## src/rtl/lsu_pkg.sv

```systemverilog
// -----------------------------------------------------------------------------
// lsu_pkg
// Shared definitions for the DMEM load/store initiator:
//   - FSM state encodings (IDLE, RD, WR, RESP)
//   - RV32I load/store funct3 encodings
//   - lane helpers: byte select, load extract/extend, store merge, and the
//     alignment/legality check for a request
// -----------------------------------------------------------------------------
package lsu_pkg;

  localparam logic [1:0] ST_IDLE = 2'd0;
  localparam logic [1:0] ST_RD   = 2'd1;
  localparam logic [1:0] ST_WR   = 2'd2;
  localparam logic [1:0] ST_RESP = 2'd3;

  localparam logic [2:0] F3_B  = 3'b000;
  localparam logic [2:0] F3_H  = 3'b001;
  localparam logic [2:0] F3_W  = 3'b010;
  localparam logic [2:0] F3_BU = 3'b100;
  localparam logic [2:0] F3_HU = 3'b101;

  function automatic logic [7:0] byte_sel(input logic [31:0] w, input logic [1:0] lane);
    logic [7:0] b;
    case (lane)
      2'd0:    b = w[7:0];
      2'd1:    b = w[15:8];
      2'd2:    b = w[23:16];
      2'd3:    b = w[31:24];
      default: b = 8'd0;
    endcase
    return b;
  endfunction

  // Load result: select lane(s) from the word, then sign- or zero-extend.
  function automatic logic [31:0] lane_extract(input logic [2:0] f3, input logic [1:0] lane,
                                               input logic [31:0] w);
    logic [7:0]  b;
    logic [15:0] h;
    logic [31:0] r;
    b = byte_sel(w, lane);
    h = lane[1] ? w[31:16] : w[15:0];
    case (f3)
      F3_B:    r = {{24{b[7]}}, b};
      F3_H:    r = {{16{h[15]}}, h};
      F3_W:    r = w;
      F3_BU:   r = {24'd0, b};
      F3_HU:   r = {16'd0, h};
      default: r = 32'd0;
    endcase
    return r;
  endfunction

  // Sub-word store: overwrite only the addressed lane(s) of the old word.
  function automatic logic [31:0] lane_merge(input logic [2:0] f3, input logic [1:0] lane,
                                             input logic [31:0] old, input logic [15:0] wd);
    logic [31:0] r;
    r = old;
    case (f3)
      F3_B: begin
        case (lane)
          2'd0:    r[7:0]   = wd[7:0];
          2'd1:    r[15:8]  = wd[7:0];
          2'd2:    r[23:16] = wd[7:0];
          2'd3:    r[31:24] = wd[7:0];
          default: r = old;
        endcase
      end
      F3_H: begin
        r[31:16] = lane[1] ? wd        : old[31:16];
        r[15:0]  = lane[1] ? old[15:0] : wd;
      end
      default: r = old;
    endcase
    return r;
  endfunction

  // Misalignment or illegal encoding (range is checked separately).
  function automatic logic access_illegal(input logic [2:0] f3, input logic we,
                                          input logic [1:0] lo);
    logic e;
    case (f3)
      F3_B:    e = 1'b0;
      F3_H:    e = lo[0];
      F3_W:    e = (lo != 2'b00);
      F3_BU:   e = we;
      F3_HU:   e = we | lo[0];
      default: e = 1'b1;
    endcase
    return e;
  endfunction

endpackage

```

## src/rtl/lsu_lane_align.sv

```systemverilog
// -----------------------------------------------------------------------------
// lsu_lane_align
// Combinational lane logic between the DMEM read word and the core.
//   funct3_i     : latched access size/signedness
//   lane_i       : latched byte address bits [1:0]
//   rword_i      : word currently read from DMEM
//   wdata_i      : low 16 bits of the latched store data
//   load_data_o  : extracted and extended load result
//   store_word_o : read word with the store lane(s) replaced
// -----------------------------------------------------------------------------
module lsu_lane_align
  import lsu_pkg::*;
(
  input  logic [2:0]  funct3_i,
  input  logic [1:0]  lane_i,
  input  logic [31:0] rword_i,
  input  logic [15:0] wdata_i,
  output logic [31:0] load_data_o,
  output logic [31:0] store_word_o
);

  // Both views are computed every cycle; the FSM picks which one to register.
  always_comb begin
    load_data_o  = lane_extract(funct3_i, lane_i, rword_i);
    store_word_o = lane_merge(funct3_i, lane_i, rword_i, wdata_i);
  end

endmodule

```

## src/rtl/lsu_dmem_master.sv

```systemverilog
// -----------------------------------------------------------------------------
// lsu_dmem_master
// Core-side load/store initiator for a word-indexed DMEM (combinational read,
// posedge write). One request per handshake; sub-word stores are done as
// read-modify-write.
//   clk, rst_n                  : clock, async active-low reset
//   req_valid/req_ready         : request handshake (ready only in IDLE)
//   req_we/funct3/addr/wdata    : request fields, latched on accept
//   rsp_valid/rsp_ready         : response handshake, held under back-pressure
//   rsp_rdata/rsp_err           : load result (0 for stores/errors), error flag
//   dmem_addr/data_W/data_R     : DMEM word index, write word, read word
//   dmem_memwrite               : one-cycle write strobe, only in WR
// -----------------------------------------------------------------------------
module lsu_dmem_master
  import lsu_pkg::*;
#(
  parameter int unsigned DEPTH  = 1024,
  parameter int unsigned ADDR_W = 32
) (
  input  logic              clk,
  input  logic              rst_n,
  input  logic              req_valid,
  output logic              req_ready,
  input  logic              req_we,
  input  logic [2:0]        req_funct3,
  input  logic [ADDR_W-1:0] req_addr,
  input  logic [31:0]       req_wdata,
  output logic              rsp_valid,
  input  logic              rsp_ready,
  output logic [31:0]       rsp_rdata,
  output logic              rsp_err,
  output logic [ADDR_W-1:0] dmem_addr,
  output logic [31:0]       dmem_data_W,
  input  logic [31:0]       dmem_data_R,
  output logic              dmem_memwrite
);

  logic [1:0]        state_q, state_d;
  logic              req_ready_q, req_ready_d;
  logic              rsp_valid_q, rsp_valid_d;
  logic [31:0]       rsp_rdata_q, rsp_rdata_d;
  logic              rsp_err_q, rsp_err_d;
  logic [ADDR_W-1:0] dmem_addr_q, dmem_addr_d;
  logic [31:0]       data_w_q, data_w_d;
  logic              memwrite_q, memwrite_d;
  logic              we_q, we_d;
  logic [2:0]        funct3_q, funct3_d;
  logic [1:0]        lane_q, lane_d;
  logic [15:0]       wdata_q, wdata_d;

  logic [ADDR_W-1:0] req_word_s;
  logic              req_err_s;
  logic [31:0]       load_data_s;
  logic [31:0]       store_word_s;

  // Word index and error classification of the incoming request.
  always_comb begin
    req_word_s = {2'b00, req_addr[ADDR_W-1:2]};
    req_err_s  = access_illegal(req_funct3, req_we, req_addr[1:0]) |
                 (req_word_s >= ADDR_W'(DEPTH));
  end

  lsu_lane_align u_lane_align (
    .funct3_i     (funct3_q),
    .lane_i       (lane_q),
    .rword_i      (dmem_data_R),
    .wdata_i      (wdata_q),
    .load_data_o  (load_data_s),
    .store_word_o (store_word_s)
  );

  // FSM next state and next values of every registered output.
  always_comb begin
    state_d     = state_q;
    req_ready_d = req_ready_q;
    rsp_valid_d = rsp_valid_q;
    rsp_rdata_d = rsp_rdata_q;
    rsp_err_d   = rsp_err_q;
    dmem_addr_d = dmem_addr_q;
    data_w_d    = data_w_q;
    memwrite_d  = 1'b0;
    we_d        = we_q;
    funct3_d    = funct3_q;
    lane_d      = lane_q;
    wdata_d     = wdata_q;
    case (state_q)
      ST_IDLE: begin
        if (req_valid) begin
          we_d        = req_we;
          funct3_d    = req_funct3;
          lane_d      = req_addr[1:0];
          wdata_d     = req_wdata[15:0];
          dmem_addr_d = req_word_s;
          rsp_rdata_d = 32'd0;
          req_ready_d = 1'b0;
          if (req_err_s) begin
            // Errors skip DMEM entirely and respond next cycle.
            state_d     = ST_RESP;
            rsp_valid_d = 1'b1;
            rsp_err_d   = 1'b1;
          end else if (req_we && (req_funct3 == F3_W)) begin
            // Full-word store needs no read.
            state_d    = ST_WR;
            data_w_d   = req_wdata;
            memwrite_d = 1'b1;
          end else begin
            state_d = ST_RD;
          end
        end else begin
          state_d = ST_IDLE;
        end
      end
      ST_RD: begin
        if (we_q) begin
          state_d    = ST_WR;
          data_w_d   = store_word_s;
          memwrite_d = 1'b1;
        end else begin
          state_d     = ST_RESP;
          rsp_rdata_d = load_data_s;
          rsp_err_d   = 1'b0;
          rsp_valid_d = 1'b1;
        end
      end
      ST_WR: begin
        state_d     = ST_RESP;
        rsp_rdata_d = 32'd0;
        rsp_err_d   = 1'b0;
        rsp_valid_d = 1'b1;
      end
      ST_RESP: begin
        if (rsp_ready) begin
          state_d     = ST_IDLE;
          rsp_valid_d = 1'b0;
          rsp_err_d   = 1'b0;
          req_ready_d = 1'b1;
        end else begin
          state_d = ST_RESP;
        end
      end
      default: begin
        state_d     = ST_IDLE;
        rsp_valid_d = 1'b0;
        rsp_err_d   = 1'b0;
        req_ready_d = 1'b1;
      end
    endcase
  end

  // State and output registers; reset clears the write strobe immediately.
  always_ff @(posedge clk or negedge rst_n) begin
    if (!rst_n) begin
      state_q     <= ST_IDLE;
      req_ready_q <= 1'b1;
      rsp_valid_q <= 1'b0;
      rsp_rdata_q <= 32'd0;
      rsp_err_q   <= 1'b0;
      dmem_addr_q <= '0;
      data_w_q    <= 32'd0;
      memwrite_q  <= 1'b0;
      we_q        <= 1'b0;
      funct3_q    <= 3'd0;
      lane_q      <= 2'd0;
      wdata_q     <= 16'd0;
    end else begin
      state_q     <= state_d;
      req_ready_q <= req_ready_d;
      rsp_valid_q <= rsp_valid_d;
      rsp_rdata_q <= rsp_rdata_d;
      rsp_err_q   <= rsp_err_d;
      dmem_addr_q <= dmem_addr_d;
      data_w_q    <= data_w_d;
      memwrite_q  <= memwrite_d;
      we_q        <= we_d;
      funct3_q    <= funct3_d;
      lane_q      <= lane_d;
      wdata_q     <= wdata_d;
    end
  end

  assign req_ready     = req_ready_q;
  assign rsp_valid     = rsp_valid_q;
  assign rsp_rdata     = rsp_rdata_q;
  assign rsp_err       = rsp_err_q;
  assign dmem_addr     = dmem_addr_q;
  assign dmem_data_W   = data_w_q;
  assign dmem_memwrite = memwrite_q;

endmodule
```

## config.mk

```make
export PLATFORM = sky130hd
export DESIGN_NAME = lsu_dmem_master
export DESIGN_NICKNAME = d
export VERILOG_FILES = /design/src/rtl/lsu_pkg.sv /design/src/rtl/lsu_lane_align.sv /design/src/rtl/lsu_dmem_master.sv
export SDC_FILE = /design/constraint.sdc
export NUM_CORES = 1
export LEC_CHECK = 0
export BUFFER_PORTS_ARGS = -buffer_cell sky130_fd_sc_hd__buf_2
export CELL_PAD_IN_SITES_DETAIL_PLACEMENT = 0
export CELL_PAD_IN_SITES_GLOBAL_PLACEMENT = 2
export CORE_ASPECT_RATIO = 0.9
export CORE_MARGIN = 4
export CORE_UTILIZATION = 29
export CTS_BUF_LIST = sky130_fd_sc_hd__clkbuf_4
export DETAILED_ROUTE_END_ITERATION = 16
export HOLD_SLACK_MARGIN = 0.03
export PLACE_DENSITY_LB_ADDON = 0.1
export SYNTH_ARGS = -nofsm -noshare
export SYNTH_HDL_FRONTEND = slang
export SYNTH_SLANG_ARGS = --single-unit
```

## constraint.sdc

```tcl
create_clock -name clk -period 1.7 [get_ports clk]
set_clock_uncertainty 0.05 [all_clocks]
set_input_delay 0.34 -clock clk [delete_from_list [all_inputs] [get_ports clk]]
set_output_delay 0.34 -clock clk [all_outputs]
set_load 0.02 [all_outputs]
```

==> run summary <==
Status = finished with violations
Failing checks = setup timing
DRC Markers = 0
Area grow syn2layout = 53.6%
Syn avg cell area = 10.8 µm²
RSZ-0062 raised after global routing = true
CP top delay family = compound AO/OA/AOI/OAI gates
Final nets = 965
Initial Util = 29.8%
Worst hold start = req_wdata[24]
Max_cap viols = 0
Ratio of cells with drive above 1 in the final layout = 54.2%
Slew margin rel. = 62.6%
Worst Hold Depth = 4
CP max-delay cell = a222oi_1
CTS root buffer = clkbuf_4
Post-synth EDFFs = 0
Post-route antenna net violation count = 0
Reg2reg setup slack = -200 ps
Vias in the first global route = 5836
Simple-gate share of the synthesized area = 10.3%
Critical path endpoint category = flip-flop
Pwr Density = 1870 mW/mm²
Post-DP HPWL = 16.0 mm
Worst setup SP type = flip-flop
Register bit total from synthesis = 122
Cell Rows = 49
Adder-cell share of the synthesized area = 0%
Ys flop type = dfrtp_1
Yosys warnings = 0
CP Data Arrival Time = 2290 ps
TritonRoute pass-1 iters = 6
GPL Wtd Cong = 0.792
Die area = 0.0231 mm²
Worst hold path endpoint = dmem_data_W[24]$_DFFE_PN0P_
Core area = 0.0202 mm²
Tmin final = 1900 ps
CTS tree = built
Async SR Flop Fraction = 100%
DR vias = 5552
GRT Total Usage = 18.6%
Die outline width = 160 µm
Largest net degree at the start of global routing = 65
Hold Fails Final Rpt = 0
Number of distinct library cells after synthesis = 39
Slowest stage delay, CP = 520 ps
IO Pins = 204
Final WL = 21.9 mm
# port buffers = 201
Setup Viol. Count Final = 53
Cells on worst reg2reg path = 5
Fmax = 528 MHz
Worst setup margin = -196 ps
CP cell instances = nor3_4, o21ai_4, a222oi_1, o21ai_1, mux2_2
Post-Syn Area = 0.00602 mm²
Synth Area in Compound Gates = 14.5%
Clock slew at reported path FFs = 130 ps
Worst slew pin tran = 558 ps
Num CTS Buffers = 17
Main combinational cell family by area after synthesis = multiplexers
VDD IR max = 743 µV
Seq/Total Area, Yosys = 50.7%
Clk_lat worst skew = 540 ps
Max Root-Sink Buffers = 2
Design Area, Final = 0.00925 mm²
XOR/XNOR Fraction of Synth Area = 0%
Drt first-iter violations = 370
RR Startpoint = funct3_q[1]$_DFFE_PN0P_
HP Class = primary input to flip-flop
Placed inst area = 0.00778 mm²
Die Ht = 145 µm
P_leak = 4.29 nW
Slew Limit Fails = 0
CP bufs+invs = 0
CP Max Fanout = 8
Portion of netlist area occupied by mux cells = 21.1%
Via/cell ratio = 4.91
Fin crit share = 112%
Worst r2r dst = dmem_data_W[10]$_DFFE_PN0P_
Path type of the worst setup path = flip-flop to flip-flop
Clk sinks = 122
GRT overflow = 0
First-pass GRT wire length = 33.3 mm
Worst path required time = 2090 ps
Initial antenna violation count = 1
Post-Synthesis Cells = 557
Routed len/inst = 19.4 µm
Total power = 17.3 mW
H-tree depth = 4
## synth_stat cells, types with 2 or more instances
library cell | count | area (µm²)
mux2i_1 | 31 | 310
nor3_2 | 2 | 20.0
nor2_1 | 23 | 86.3
nor2b_1 | 2 | 12.5
nor3_1 | 4 | 20.0
a21oi_1 | 38 | 190
nand3b_1 | 2 | 15.0
nand2b_1 | 6 | 37.5
buf_2 | 17 | 85.1
inv_1 | 4 | 15.0
dfrtp_1 | 121 | 3030
a221oi_1 | 8 | 70.1
and2_1 | 8 | 50.1
o221ai_1 | 7 | 61.3
o21ai_1 | 11 | 55.1
mux2_2 | 79 | 890
mux2_1 | 4 | 45.0
clkbuf_1 | 17 | 63.8
nor4_1 | 6 | 37.5
a222oi_1 | 17 | 170
o21ai_0 | 50 | 250
nand2_1 | 81 | 304
buf_4 | 3 | 22.5
## cells in the final DEF (no fill, tap or decap), types with 3 or more instances in the layout
cell,n
buf_2,199
dfrtp_1,116
nand2_1,80
mux2_2,78
dlygate4sd3_1,50
buf_4,50
o21ai_1,31
o21ai_0,25
mux2i_1,19
a21oi_1,18
a21oi_2,18
clkbuf_4,18
a222oi_1,17
nor2_1,14
mux2i_4,10
buf_12,10
buf_6,9
nor2_4,8
and2_1,8
a221oi_2,6
mux2_4,5
dfrtp_2,5
inv_1,4
o21ai_2,4
o221ai_2,4
inv_6,4
clkinv_4,4
nand2b_4,3
nor4_2,3
nor2_2,3
o221ai_1,3
clkinvlp_4,3
## sequential cells by signal, summed over array words and instances, names as in the netlist
register       count
we_q               1
dmem_addr         30
dmem_data_W       32
rsp_valid          1
rsp_err            1
wdata_q           16
dmem_memwrite      1
funct3_q           3
lane_q             2
state_q            2
req_ready          1
rsp_rdata         32
## cells by family after synthesis
group / Yosys count
AND/OR/NAND/NOR: 139
buffers and inverters: 42
multiplexers: 115
AO/OA/AOI/OAI: 138
other: 1
flip-flops: 122
## metal layers
layer	part of all wire, %	global-route usage (%)
met1	46	25.3
met2	47	30.2
met3	5.7	4.36
met4	1.1	5.02
met5	0	0
## worst max-delay path by stage
stage	start	endpoint	slack, ps	cells past startpoint
after floorplan	req_addr[17]	dmem_data_W[22]$_DFFE_PN0P_	-40	6
after global placement	req_addr[13]	dmem_data_W[12]$_DFFE_PN0P_	-470	7
after detailed placement	req_addr[13]	dmem_data_W[23]$_DFFE_PN0P_	-430	7
after CTS	lane_q[1]$_DFFE_PN0P_	dmem_data_W[31]$_DFFE_PN0P_	-190	6
after global routing	funct3_q[1]$_DFFE_PN0P_	dmem_data_W[10]$_DFFE_PN0P_	-300	5
final	funct3_q[1]$_DFFE_PN0P_	dmem_data_W[10]$_DFFE_PN0P_	-200	5
## metrics by stage
stage | utilization (%) | instances | setup WS [ps] | hold slack [ps] | setup TNS, ps
finish | 45.9 | 1130 | -196 | 72.2 | -5610
global route | 45.9 | 1130 | -297 | 52.2 | -10500
CTS | 45.0 | 1126 | -185 | 33.7 | -4930
detailed placement | 38.6 | 1032 | -428 | 160 | -23470
global placement | 38.6 | 1032 | -465 | 156 | -24180
floorplan | - | 558 | -37.1 | -5.59 | -538
## tightest hold or removal path: cells and delay by family
kind,cells,cell delay [ps]
AO/OA/AOI/OAI,1,60
buffers and inverters,1,70
multiplexers,1,140
AND/OR/NAND/NOR,1,40
## report_power, final
group	leakage [nW]	total, mW	switching (mW)	internal [mW]
registers	1.51	5.26	0.948	4.31
logic	2.63	9.96	5.51	4.44
clock network	0.142	2.06	1.29	0.773
## layout make-up
type | instances | area (µm²)
fillers | 1909 | 10900
multi-input cells | 395 | 3350
flip-flops and latches | 122 | 3060
repair buffers | 321 | 2230
well taps | 255 | 319
clock inverters | 14 | 139
clock buffers | 18 | 135
inverters | 4 | 15.0
diodes | 1 | 2.50
## timing repair
action	4_1_cts	5_1_grt
endpoints found under the setup margin	65	65
gates resized for setup	115	25
setup buffers	12	2
endpoints found under the hold margin	169	1
hold buffers	49	1
pin swaps	22	19
gates cloned	2	1
Power figures use the tool's default switching activity.
